===== src/rtl/hci_l2_bank_adapter.sv =====
// -----------------------------------------------------------------------------
// hci_l2_bank_adapter
//
// Memory-side stage for one L2 bank. It sits right behind one interconnect
// mem port and drives one single-port SRAM macro.
//   - Turns hci_mem requests into SRAM strobes. The grant and the strobes are
//     combinational in the request cycle.
//   - Carries {valid, is_read, id} through a MEM_LAT-deep shift register so
//     that each response lines up with the SRAM read data.
//   - Puts the macro into sleep after IDLE_CYCLES quiet cycles. On a request,
//     or when sleep is disabled, it waits WAKE_CYCLES before granting again.
//   - Counts granted reads and writes. Both counters saturate.
//
// Ports
//   clk_i, rst_i        clock and asynchronous active-high reset
//   sleep_en_i          allow automatic sleep
//   clear_cnt_i         synchronous clear of both access counters
//   req_i .. id_i       hci_mem request side (wen_i: 1=read, 0=write)
//   gnt_o               request accepted this cycle
//   r_valid_o/r_data_o/r_id_o   response side
//   mem_*               SRAM macro strobes, data and sleep request
//   rd_cnt_o, wr_cnt_o  granted read / write counters
// -----------------------------------------------------------------------------
module hci_l2_bank_adapter #(
    parameter int unsigned AW          = 32,
    parameter int unsigned DW          = 32,
    parameter int unsigned IW          = 20,
    parameter int unsigned MEM_LAT     = 1,
    parameter int unsigned IDLE_CYCLES = 16,
    parameter int unsigned WAKE_CYCLES = 4,
    parameter int unsigned CNT_W       = 32
) (
    input  logic              clk_i,
    input  logic              rst_i,
    input  logic              sleep_en_i,
    input  logic              clear_cnt_i,
    input  logic              req_i,
    input  logic [AW-1:0]     add_i,
    input  logic              wen_i,
    input  logic [DW-1:0]     data_i,
    input  logic [DW/8-1:0]   be_i,
    input  logic [IW-1:0]     id_i,
    output logic              gnt_o,
    output logic              r_valid_o,
    output logic [DW-1:0]     r_data_o,
    output logic [IW-1:0]     r_id_o,
    output logic              mem_csn_o,
    output logic              mem_wen_o,
    output logic [AW-3:0]     mem_add_o,
    output logic [DW-1:0]     mem_wdata_o,
    output logic [DW/8-1:0]   mem_be_o,
    input  logic [DW-1:0]     mem_rdata_i,
    output logic              mem_sleep_o,
    output logic [CNT_W-1:0]  rd_cnt_o,
    output logic [CNT_W-1:0]  wr_cnt_o
);

    // Illegal parameter values stop elaboration.
    if (MEM_LAT < 1 || MEM_LAT > 4) begin : gBadMemLat
        $error("hci_l2_bank_adapter: MEM_LAT must be within 1..4");
    end
    if (IDLE_CYCLES < 1 || WAKE_CYCLES < 1) begin : gBadPowerCycles
        $error("hci_l2_bank_adapter: IDLE_CYCLES and WAKE_CYCLES must be >= 1");
    end

    localparam int unsigned IDLE_W = (IDLE_CYCLES > 1) ? $clog2(IDLE_CYCLES) : 1;
    localparam int unsigned WAKE_W = (WAKE_CYCLES > 1) ? $clog2(WAKE_CYCLES) : 1;

    typedef enum logic [1:0] {
        ST_ACTIVE = 2'd0,
        ST_SLEEP  = 2'd1,
        ST_WAKE   = 2'd2
    } state_e;

    state_e              state_q, state_d;
    logic [IDLE_W-1:0]   idleCnt_q, idleCnt_d;
    logic [WAKE_W-1:0]   wakeCnt_q, wakeCnt_d;
    logic [CNT_W-1:0]    rdCnt_q, rdCnt_d;
    logic [CNT_W-1:0]    wrCnt_q, wrCnt_d;

    logic [MEM_LAT-1:0]  pipeValid_q, pipeValid_d;
    logic [MEM_LAT-1:0]  pipeRead_q, pipeRead_d;
    logic [IW-1:0]       pipeId_q [MEM_LAT];
    logic [IW-1:0]       pipeId_d [MEM_LAT];

    logic                grant;
    logic                pipeEmpty;
    logic                unusedAddBits;

    // The SRAM is word addressed, so the byte offset is dropped.
    assign unusedAddBits = ^add_i[1:0];

    // Gating with rst_i keeps the grant and the strobes quiet for the
    // whole time reset is asserted, not only after the next edge.
    assign grant     = req_i & (state_q == ST_ACTIVE) & ~rst_i;
    assign pipeEmpty = ~|pipeValid_q;

    assign gnt_o       = grant;
    assign mem_csn_o   = ~grant;
    assign mem_wen_o   = grant ? wen_i : 1'b1;
    assign mem_add_o   = add_i[AW-1:2];
    assign mem_wdata_o = data_i;
    assign mem_be_o    = be_i;
    assign mem_sleep_o = (state_q == ST_SLEEP);

    // The ID stages hold zero when their valid bit is clear. This makes
    // r_id_o read as zero without any masking at the output.
    assign r_valid_o = pipeValid_q[MEM_LAT-1];
    assign r_id_o    = pipeId_q[MEM_LAT-1];
    assign r_data_o  = (pipeValid_q[MEM_LAT-1] && pipeRead_q[MEM_LAT-1]) ? mem_rdata_i : '0;

    assign rd_cnt_o = rdCnt_q;
    assign wr_cnt_o = wrCnt_q;

    // Response shift register. Stage 0 captures the granted request, and the
    // tail stage is visible to the interconnect MEM_LAT cycles later.
    always_comb begin
        pipeValid_d    = '0;
        pipeRead_d     = '0;
        for (int i = 0; i < MEM_LAT; i++) begin
            pipeId_d[i] = '0;
        end
        pipeValid_d[0] = grant;
        pipeRead_d[0]  = grant & wen_i;
        pipeId_d[0]    = grant ? id_i : '0;
        for (int i = 1; i < MEM_LAT; i++) begin
            pipeValid_d[i] = pipeValid_q[i-1];
            pipeRead_d[i]  = pipeRead_q[i-1];
            pipeId_d[i]    = pipeId_q[i-1];
        end
    end

    // Power FSM.
    // In ACTIVE, any request or outstanding response restarts the idle window.
    // When sleep is disabled, the window is frozen rather than cleared.
    always_comb begin
        state_d   = state_q;
        idleCnt_d = idleCnt_q;
        wakeCnt_d = wakeCnt_q;
        unique case (state_q)
            ST_ACTIVE: begin
                if (req_i || !pipeEmpty) begin
                    idleCnt_d = '0;
                end else if (sleep_en_i) begin
                    if (idleCnt_q == IDLE_W'(IDLE_CYCLES - 1)) begin
                        state_d   = ST_SLEEP;
                        idleCnt_d = '0;
                    end else begin
                        idleCnt_d = idleCnt_q + 1'b1;
                    end
                end
            end
            ST_SLEEP: begin
                if (req_i || !sleep_en_i) begin
                    state_d   = ST_WAKE;
                    wakeCnt_d = WAKE_W'(WAKE_CYCLES - 1);
                end
            end
            ST_WAKE: begin
                if (wakeCnt_q == '0) begin
                    state_d = ST_ACTIVE;
                end else begin
                    wakeCnt_d = wakeCnt_q - 1'b1;
                end
            end
            default: begin
                state_d = ST_ACTIVE;
            end
        endcase
    end

    // Access counters. A clear in the same cycle as an increment wins,
    // and both counters stop at all-ones instead of wrapping.
    always_comb begin
        rdCnt_d = rdCnt_q;
        wrCnt_d = wrCnt_q;
        if (clear_cnt_i) begin
            rdCnt_d = '0;
            wrCnt_d = '0;
        end else if (grant) begin
            if (wen_i) begin
                rdCnt_d = (rdCnt_q == '1) ? rdCnt_q : rdCnt_q + 1'b1;
            end else begin
                wrCnt_d = (wrCnt_q == '1) ? wrCnt_q : wrCnt_q + 1'b1;
            end
        end
    end

    always_ff @(posedge clk_i or posedge rst_i) begin
        if (rst_i) begin
            state_q     <= ST_ACTIVE;
            idleCnt_q   <= '0;
            wakeCnt_q   <= '0;
            rdCnt_q     <= '0;
            wrCnt_q     <= '0;
            pipeValid_q <= '0;
            pipeRead_q  <= '0;
            for (int i = 0; i < MEM_LAT; i++) begin
                pipeId_q[i] <= '0;
            end
        end else begin
            state_q     <= state_d;
            idleCnt_q   <= idleCnt_d;
            wakeCnt_q   <= wakeCnt_d;
            rdCnt_q     <= rdCnt_d;
            wrCnt_q     <= wrCnt_d;
            pipeValid_q <= pipeValid_d;
            pipeRead_q  <= pipeRead_d;
            for (int i = 0; i < MEM_LAT; i++) begin
                pipeId_q[i] <= pipeId_d[i];
            end
        end
    end

endmodule


===== config.mk =====
export PLATFORM = sky130hd
export DESIGN_NAME = hci_l2_bank_adapter
export DESIGN_NICKNAME = d
export VERILOG_FILES = /design/src/rtl/hci_l2_bank_adapter.sv
export SDC_FILE = /design/constraint.sdc
export NUM_CORES = 1
export LEC_CHECK = 0
export ABC_AREA = 1
export CORE_MARGIN = 3
export CORE_UTILIZATION = 41
export CTS_BUF_LIST = sky130_fd_sc_hd__clkbuf_8
export DETAILED_ROUTE_END_ITERATION = 6
export GPL_ROUTABILITY_DRIVEN = 0
export PLACE_DENSITY = 0.89
export SLEW_MARGIN = 15
export SYNTH_ARGS = -nofsm -noshare
export SYNTH_HDL_FRONTEND = slang
export SYNTH_SLANG_ARGS = --single-unit

===== constraint.sdc =====
create_clock -name clk_i -period 4.75 [get_ports clk_i]
set_clock_uncertainty 0.15 [all_clocks]
set_input_delay 0.475 -clock clk_i [delete_from_list [all_inputs] [get_ports clk_i]]
set_output_delay 0.475 -clock clk_i [all_outputs]
set_load 0.005 [all_outputs]

# [Yosys cells after proc, flatten, opt, wreduce, memory -nomap -nowiden]
# Cells that the tools add are included.
# Widths: inputs -> output; s select.
[op_classes] add_sub_neg=4 bitwise_logic=5 reduce_logical=15 n_eq_ne=14 mux=23
[op_table] cell="$mux 32" count=9
[op_table] cell="$add 32x1->32 const B" count=2
[op_table] cell="$eq 32x32->1 const B" count=2
[op_table] cell="$mux 20" count=1
[op_table] cell="$mux 2" count=7
[op_table] cell="$ne 2x2->1 const B" count=7
[op_table] cell="$mux 4" count=3
[op_table] cell="$reduce_and 3->1" count=3
[op_table] cell="$reduce_bool 2->1" count=4
[op_table] cell="$pmux 2 s3" count=1
[op_table] cell="$reduce_and 5->1" count=1
[op_table] cell="$add 4x1->4 const B" count=1
[op_table] cell="$eq 4x4->1 const B" count=1
[op_table] cell="$logic_not 2->1" count=2
[op_table] cell="$ne 2x1->1 const B" count=2
[op_table] cell="$pmux 2 s2" count=1
[op_table] cell="$and 1x1->1" count=3
[op_table] cell="$eq 2x1->1 const B" count=1
[op_table] cell="$eq 2x2->1 const B" count=1
[op_table] cell="$logic_or 1x1->1" count=2
[op_table] cell="$not 1->1" count=2
[op_table] cell="$reduce_and 2->1" count=1
[op_table] cell="$sub 2x1->2 const B" count=1
[op_table] cell="$logic_and 1x1->1" count=1
[op_table] cell="other kinds (2)" count=2
[totals] input_bits=126 reg_bits=94 elab_cells=69

# [Logic depth before layout (Yosys ltp)]
[depth] word_depth=5 ltp_mapped=11 depth_no_buf=10

# [Least setup slack after synthesis]
# OpenSTA, ideal clock, no wires.
[synth_timing] path_kind="input-to-output" from="input port rst_i" to="output port mem_wen_o" setup_slack_ns=0.946 required_time_ns=4.125 stages=4 arrival_time_ns=3.179 cell_sequence="inv_1 > nand3_2 > nor2_1 > inv_1"
[synth_via] elab_chain_cells=3
[synth_rtl] item="start, declared" line="34" text="input logic rst_i,"
[synth_rtl] item="$not 1->1" line="95" text="assign grant = req_i & (state_q == ST_ACTIVE) & ~rst_i;"
[synth_rtl] item="$and 1x1->1" line="95"
[synth_rtl] item="$mux 1" line="100" text="assign mem_wen_o = grant ? wen_i : 1'b1;"
[synth_rtl] item="end, declared" line="48" text="output logic mem_wen_o,"
# Every way passes these cells.

# [Worst setup path after layout]
# Same ends and word-level chain as after synthesis.

==> results.tsv <==
metric	value	unit
slowest_stage	nor2_1	
start_util	42.3	%
antenna_left	0	
drcViolationCount	0	
fin_nets	1197	
crit_arrival	2.72	ns
maxSlewViolCount	0	
grt_overflow	0	
viasPerCell	4.85	
synth_area_leaders	dfrtp_1, nand2_1, nor2_1	
grt.total_usage	19.0	%
cts_num_sinks	94	
grt.met3_usage	5.27	%
fmax	299	MHz
startpoint_type	primary input	
synth_top_area_share	36.2	%
maxCapViolations	0	
fp.dieW	132	µm
clk_pin_slew	0.10	ns
grt_setup_unrepaired	no	
ir_drop	0.208	mV
clkLatencyLatePin	0.39	ns
cpPeakStageDelay	0.51	ns
synth_largest_area_cell	dfrtp_1	
fin_util	52.6	%
power-per-cell-area	228	nW/µm²
status	completed	
crit_chain	clkdlybuf4s50_1, inv_4, nand3_2, nor2_1, inv_1, clkdlybuf4s50_1	
cts_hold_buf	0	
synth_fp_nets	1096	
yosysMostFrequentCell	nand2_1	
reg2reg_depth	5	
slew_headroom	28.0	%
grt_pass1_vias	5885	
power	1.84	mW
h-tree-depth	3	
synth_area	6490	µm²
cts_tree	built	
final-setup-viol-count	0	
timing_hold_violations_final	0	
areaGrowthSynthToFinish	24.6	%
min_path_type	in2async	
cts_made_buffers	9	
crit_path_end_kind	output port	
netlist_top_cells_count	nand2_1, nor2_1, inv_1	
synthCells	966	
fin_setup_tns	0	ns
avgSynthCellArea	6.72	µm²
gr-usage-met1	22.5	%
portBuffers	178	
crit_top_cell	clkdlybuf4s50_1	
ys_seq_area_share	36.2	%
grt_pass1_wl	27.7	mm
crit_type	in2out	
whs	0.239	ns
die_h	132	µm
synth_seq_cells	94	
place_ws	1.08	ns
core	15400	µm²
worst-path-max-fanout	27	
p_leak	3.40	nW
synthDistinctLibCells	31	
n_antenna_cell	0	
worst-path-buf-inv	4	
cts_resized	0	
place_hpwl	12.7	mm
routed_wl	16.7	mm
cp_top_family	buffers and inverters	
cp_num_cells	6	
io_pins	313	
ys_warn_count	0	
cts.path.max_buffers	2	
worstSetupStartpoint	rst_i	
top_usage_layer	met2	
cts-root-buf	clkbuf_8	
drt_iter0_drc	401	
post_cts_buffers	0	
fin_ws	1.40	ns
reg2reg_to	rd_cnt_o[13]	
antenna_found_initial	0	
met2_usage	33.1	%
r2r_slack	1.75	ns
wire_per_inst	13.0	µm
synthArstFlopShare	100	%
worstPathRequired	4.12	ns
drive_gt1_share	6.81	%
crit_end	mem_wen_o	
vias	6218	
first_pass_iters	5	
grt_max_degree	70	
worst_pin_slew	1.08	ns
dieArea	17400	µm²
row_count	45	
synth_edf_count	0	
timing.final.crit_share	70.5	%
fin_crit	3.35	ns
synth-main-ff-cell	dfrtp_1	
r2r-start	state_q[0]	
-- layout make-up --
class | instances | area, µm²
fill | 1417 | 7280
multi-input combinational | 665 | 3020
sequential | 94 | 2350
timing repair buffer | 180 | 1800
inverter | 117 | 442
tap | 211 | 264
clock buffer | 9 | 124
clock inverter | 7 | 92.6
-- flip-flops by register name, summed over array words and instances (netlist names) --
signal,count
r_valid_o,1
state_q,2
wr_cnt_o,32
pipeRead_q,1
idleCnt_q,4
r_id_o,20
wakeCnt_q,2
rd_cnt_o,32
-- worst reg2reg max path, stage by stage (launching register included) --
cell	delay (ns)
dfrtp_1	0.42
nor2_2	0.22
nand3_2	0.43
nand2_1	0.31
nand3_2	0.85
o21ai_0	0.53
-- worst min path at each step --
stage                       startpoint      endpoint  slack [ns]  cells past startpoint
final                            rst_i    r_id_o[12]        0.24                      2
after global routing             rst_i    r_id_o[11]        0.25                      2
after CTS                        rst_i    r_id_o[12]        0.24                      2
after detailed placement  idleCnt_q[2]  idleCnt_q[2]        0.35                      1
after global placement    idleCnt_q[2]  idleCnt_q[2]        0.33                      1
after floorplan           idleCnt_q[2]  idleCnt_q[2]        0.30                      1
-- power by group --
part	total, mW	switching, mW	internal [mW]
Clock	0.581	0.324	0.258
Combinational	0.366	0.197	0.169
Sequential	0.895	0.0427	0.852
Total	1.84	0.563	1.28
-- cells by family after synthesis --
kind of cell,Yosys count,synth area share (%)
buffers and inverters,207,17.3
and+or+nand+nor,575,37.5
adders and majority gates,4,0.771
DFF,94,36.2
AOI/OAI and AO/OA,85,8.07
xor gates and xnor gates,1,0.135
-- placed cells by master (no fill, tap or decap), types with 2 or more instances in the layout --
master           instances
nand3_1                 99
ha_1                     4
buf_4                    2
nor2_4                   2
nor2_2                   4
clkdlybuf4s50_1        178
nand4_1                  2
inv_1                  113
clkbuf_8                 9
nand3_2                  2
inv_8                    3
o21bai_1                14
or2_2                   13
nand3_4                  2
o21ai_0                 32
nor3_1                   2
o21ai_2                 15
dfrtp_1                 94
o21ai_1                 20
nand2_1                272
nor2_1                 164
a21oi_1                  2
nand2_2                 11
inv_2                    3
-- metal layers --
layer / wire (µm) / up-vias
li1: - / 3127
met1: 6880 / 2864
met2: 8340 / 197
met3: 1100 / 30
met4: 372 / 0
met5: 0 / -
-- stage by stage --
| stage | std cells | cell area, µm² |
|---|---|---|
| 6_report | 1283 | 8090 |
| 5_1_grt | 1283 | 8090 |
| 4_1_cts | 1283 | 8090 |
| 3_5_place_dp | 1267 | 7880 |
| 3_3_place_gp | 1267 | 7880 |
| 2_1_floorplan | 966 | 6490 |
Power figures use the tool's default switching activity.
==> variant, RTL diff (config.mk and constraints unchanged) <==
Encoding of `state_e`: now one-hot (3 bits for 3 states).
--- a/src/rtl/hci_l2_bank_adapter.sv
+++ b/src/rtl/hci_l2_bank_adapter.sv
@@ -68,6 +68,6 @@
 
-    typedef enum logic [1:0] {
-        ST_ACTIVE = 2'd0,
-        ST_SLEEP  = 2'd1,
-        ST_WAKE   = 2'd2
+    typedef enum logic [2:0] {
+        ST_ACTIVE = 3'b001,
+        ST_SLEEP  = 3'b010,
+        ST_WAKE   = 3'b100
     } state_e;
Formal check against the unedited RTL: same outputs for any inputs over 4 cycles, from zero or initial values and one cycle with rst_i high; so few cycles prove little.
==> variant against the original RTL <==
- wire length grew 6.2%
- power fell by 10%
- synthesized area increased by 0.73%
- die area rose by 0.70%
- combinational power is 45% lower
- sequential cell count up 1
- clock power rose by 4.8%
- first-iteration DRC count rose by 28%
- final area up 0.76%
- worst setup slack gained 0.20 ns
- largest power group unchanged
- highest routed layer unchanged
==> variant: results (changes against the original RTL) <==
Outcome - finished clean (unchanged)
Post-Place Cells - 1270 (was 1267)
Netlist cell types - 34 (was 31)
VDD IR-drop max - 0.0002383 V (was 0.0002078 V)
Worst EP arrival - 2.52 ns (was 2.72 ns)
Asr flop ratio synth - 100.0% (unchanged)
DP Worst Slack - 1.440 ns (was 1.082 ns)
CP peak stage delay - 0.55 ns (was 0.51 ns)
Crit. Startpoint - rst_i (unchanged)
Clock share of power - 36.8% (was 31.6%)
Adder-cell share of the synthesized area - 0.7650% (was 0.7706%)
Cts bufs inserted - 9 (unchanged)
Max Root-Sink Buffers - 2 (unchanged)
Lkg Pwr - 0.003388 µW (was 0.003400 µW)
Clk_lat worst skew - 0.39 ns (about the same)
Met1 usage - 24.22% (was 22.53%)
Resized cells post-CTS - 0 (unchanged)
Vias post-DR - 6369 (was 6218)
Port-buffer cells - 178 (unchanged)
First-pass GRT wire length - 28560 µm (was 27660 µm)
Area share of xor/xnor cells in the synthesized design - 0.4016% (was 0.1348%)
GRT Util Overall - 19.76% (was 18.97%)
Syn nets - 1098 (was 1096)
Yosys warns - 0 (unchanged)
Slew headroom - 32.59% (was 27.97%)
Synth area leaders - dfrtp_1 (36%), nand2_1 (16%), nor2_1 (9.2%), buf_4 (7.9%), nand3_1 (7.3%) (was dfrtp_1 (36%), nand2_1 (16%), nor2_1 (9.5%), buf_4 (8.0%), nand3_1 (7.6%))
Slowest cell on crit path - nor3_1 (was nor2_1)
Pre-Repair DR Iteration Count - 5 (unchanged)
Max-slew violation count - 0 (unchanged)
Worst r2r dst - wr_cnt_o[21] (was rd_cnt_o[13])
Commonest cells in the netlist - nand2_1 (277), nor2_1 (160), inv_1 (112) (was nand2_1 (272), nor2_1 (164), inv_1 (115))
Layout cells sized above 1 - 6.791% (was 6.810%)
Switching Share - 28.38% (was 30.57%)
Delay-heaviest family, CP - buffers and inverters (unchanged)
Avg WL per Cell - 13.79 µm (was 13.01 µm)
DR iter-0 viols - 513 (was 401)
Combinational share of power - 12.2% (was 19.9%)
Post-layout min period - 3.145 ns (was 3.349 ns)
Net Switching - 470.0 µW (was 563.2 µW)
Nets - 1200 (was 1197)
Grt met2 use - 33.07% (was 33.10%)
Min Hold Slack - 0.2719 ns (was 0.2388 ns)
Gate Count Post-Synth - 968 (was 966)
Synth Area in Compound Gates - 8.223% (was 8.072%)
R2r startpoint - state_q[0] (unchanged)
Post-synthesis sequential area ratio - 36.35% (was 36.22%)
Vias per Instance - 4.953 (was 4.846)
Initial antenna violation count - 0 (unchanged)
Worst-path fanout max - 34 (was 27)
DPL Wire Length - 13240 µm (was 12680 µm)
Largest net degree at the start of global routing - 65 (was 70)
Met3 GRT Util - 6.756% (was 5.267%)
Placed Area - 0.007931 mm² (was 0.007876 mm²)
R2R cell count - 7 (was 5)
Synth Flop Type - dfrtp_1 (unchanged)
Antenna Cells - 0 (unchanged)
Worst reg-to-reg setup slack - 2.02 ns (was 1.75 ns)
Vias in the first global route - 5932 (was 5885)
==> variant: cell count changes in the layout (fill, tap and decap cells not counted), sizes merged, moves of 2 or more <==
cell,change
o21ai,+2
nand2,+4
or2,-2
xnor2,+2
nand3,-4
nor2,-4
nor3,+4
a21oi,-2
==> variant: per-layer routing <==
layer	vias to the layer above	wire length [µm]
met5	-	0
met4	0	292
met3	30	1491
met2	259	8719
met1	2943	7232
li1	3137	-
==> variant: cell type report <==
cell class | count | area, µm²
clock buffer | 9 | 123.9
fill | 1509 | 7273
inverter | 115 | 434.2
timing repair buffer | 181 | 1804
multi-input combinational | 668 | 3050
clock inverter | 7 | 98.84
sequential | 95 | 2379
tap | 211 | 264.0
==> variant: kinds of logic (layout without fill, tap and decap cells) <==
logic type,count (synthesis),count (layout)
AOI/OAI and AO/OA,87,87
xor gates and xnor gates,3,3
adders and majority gates,4,4
buffers and inverters,205,312
DFF,95,95
and+or+nand+nor,574,574
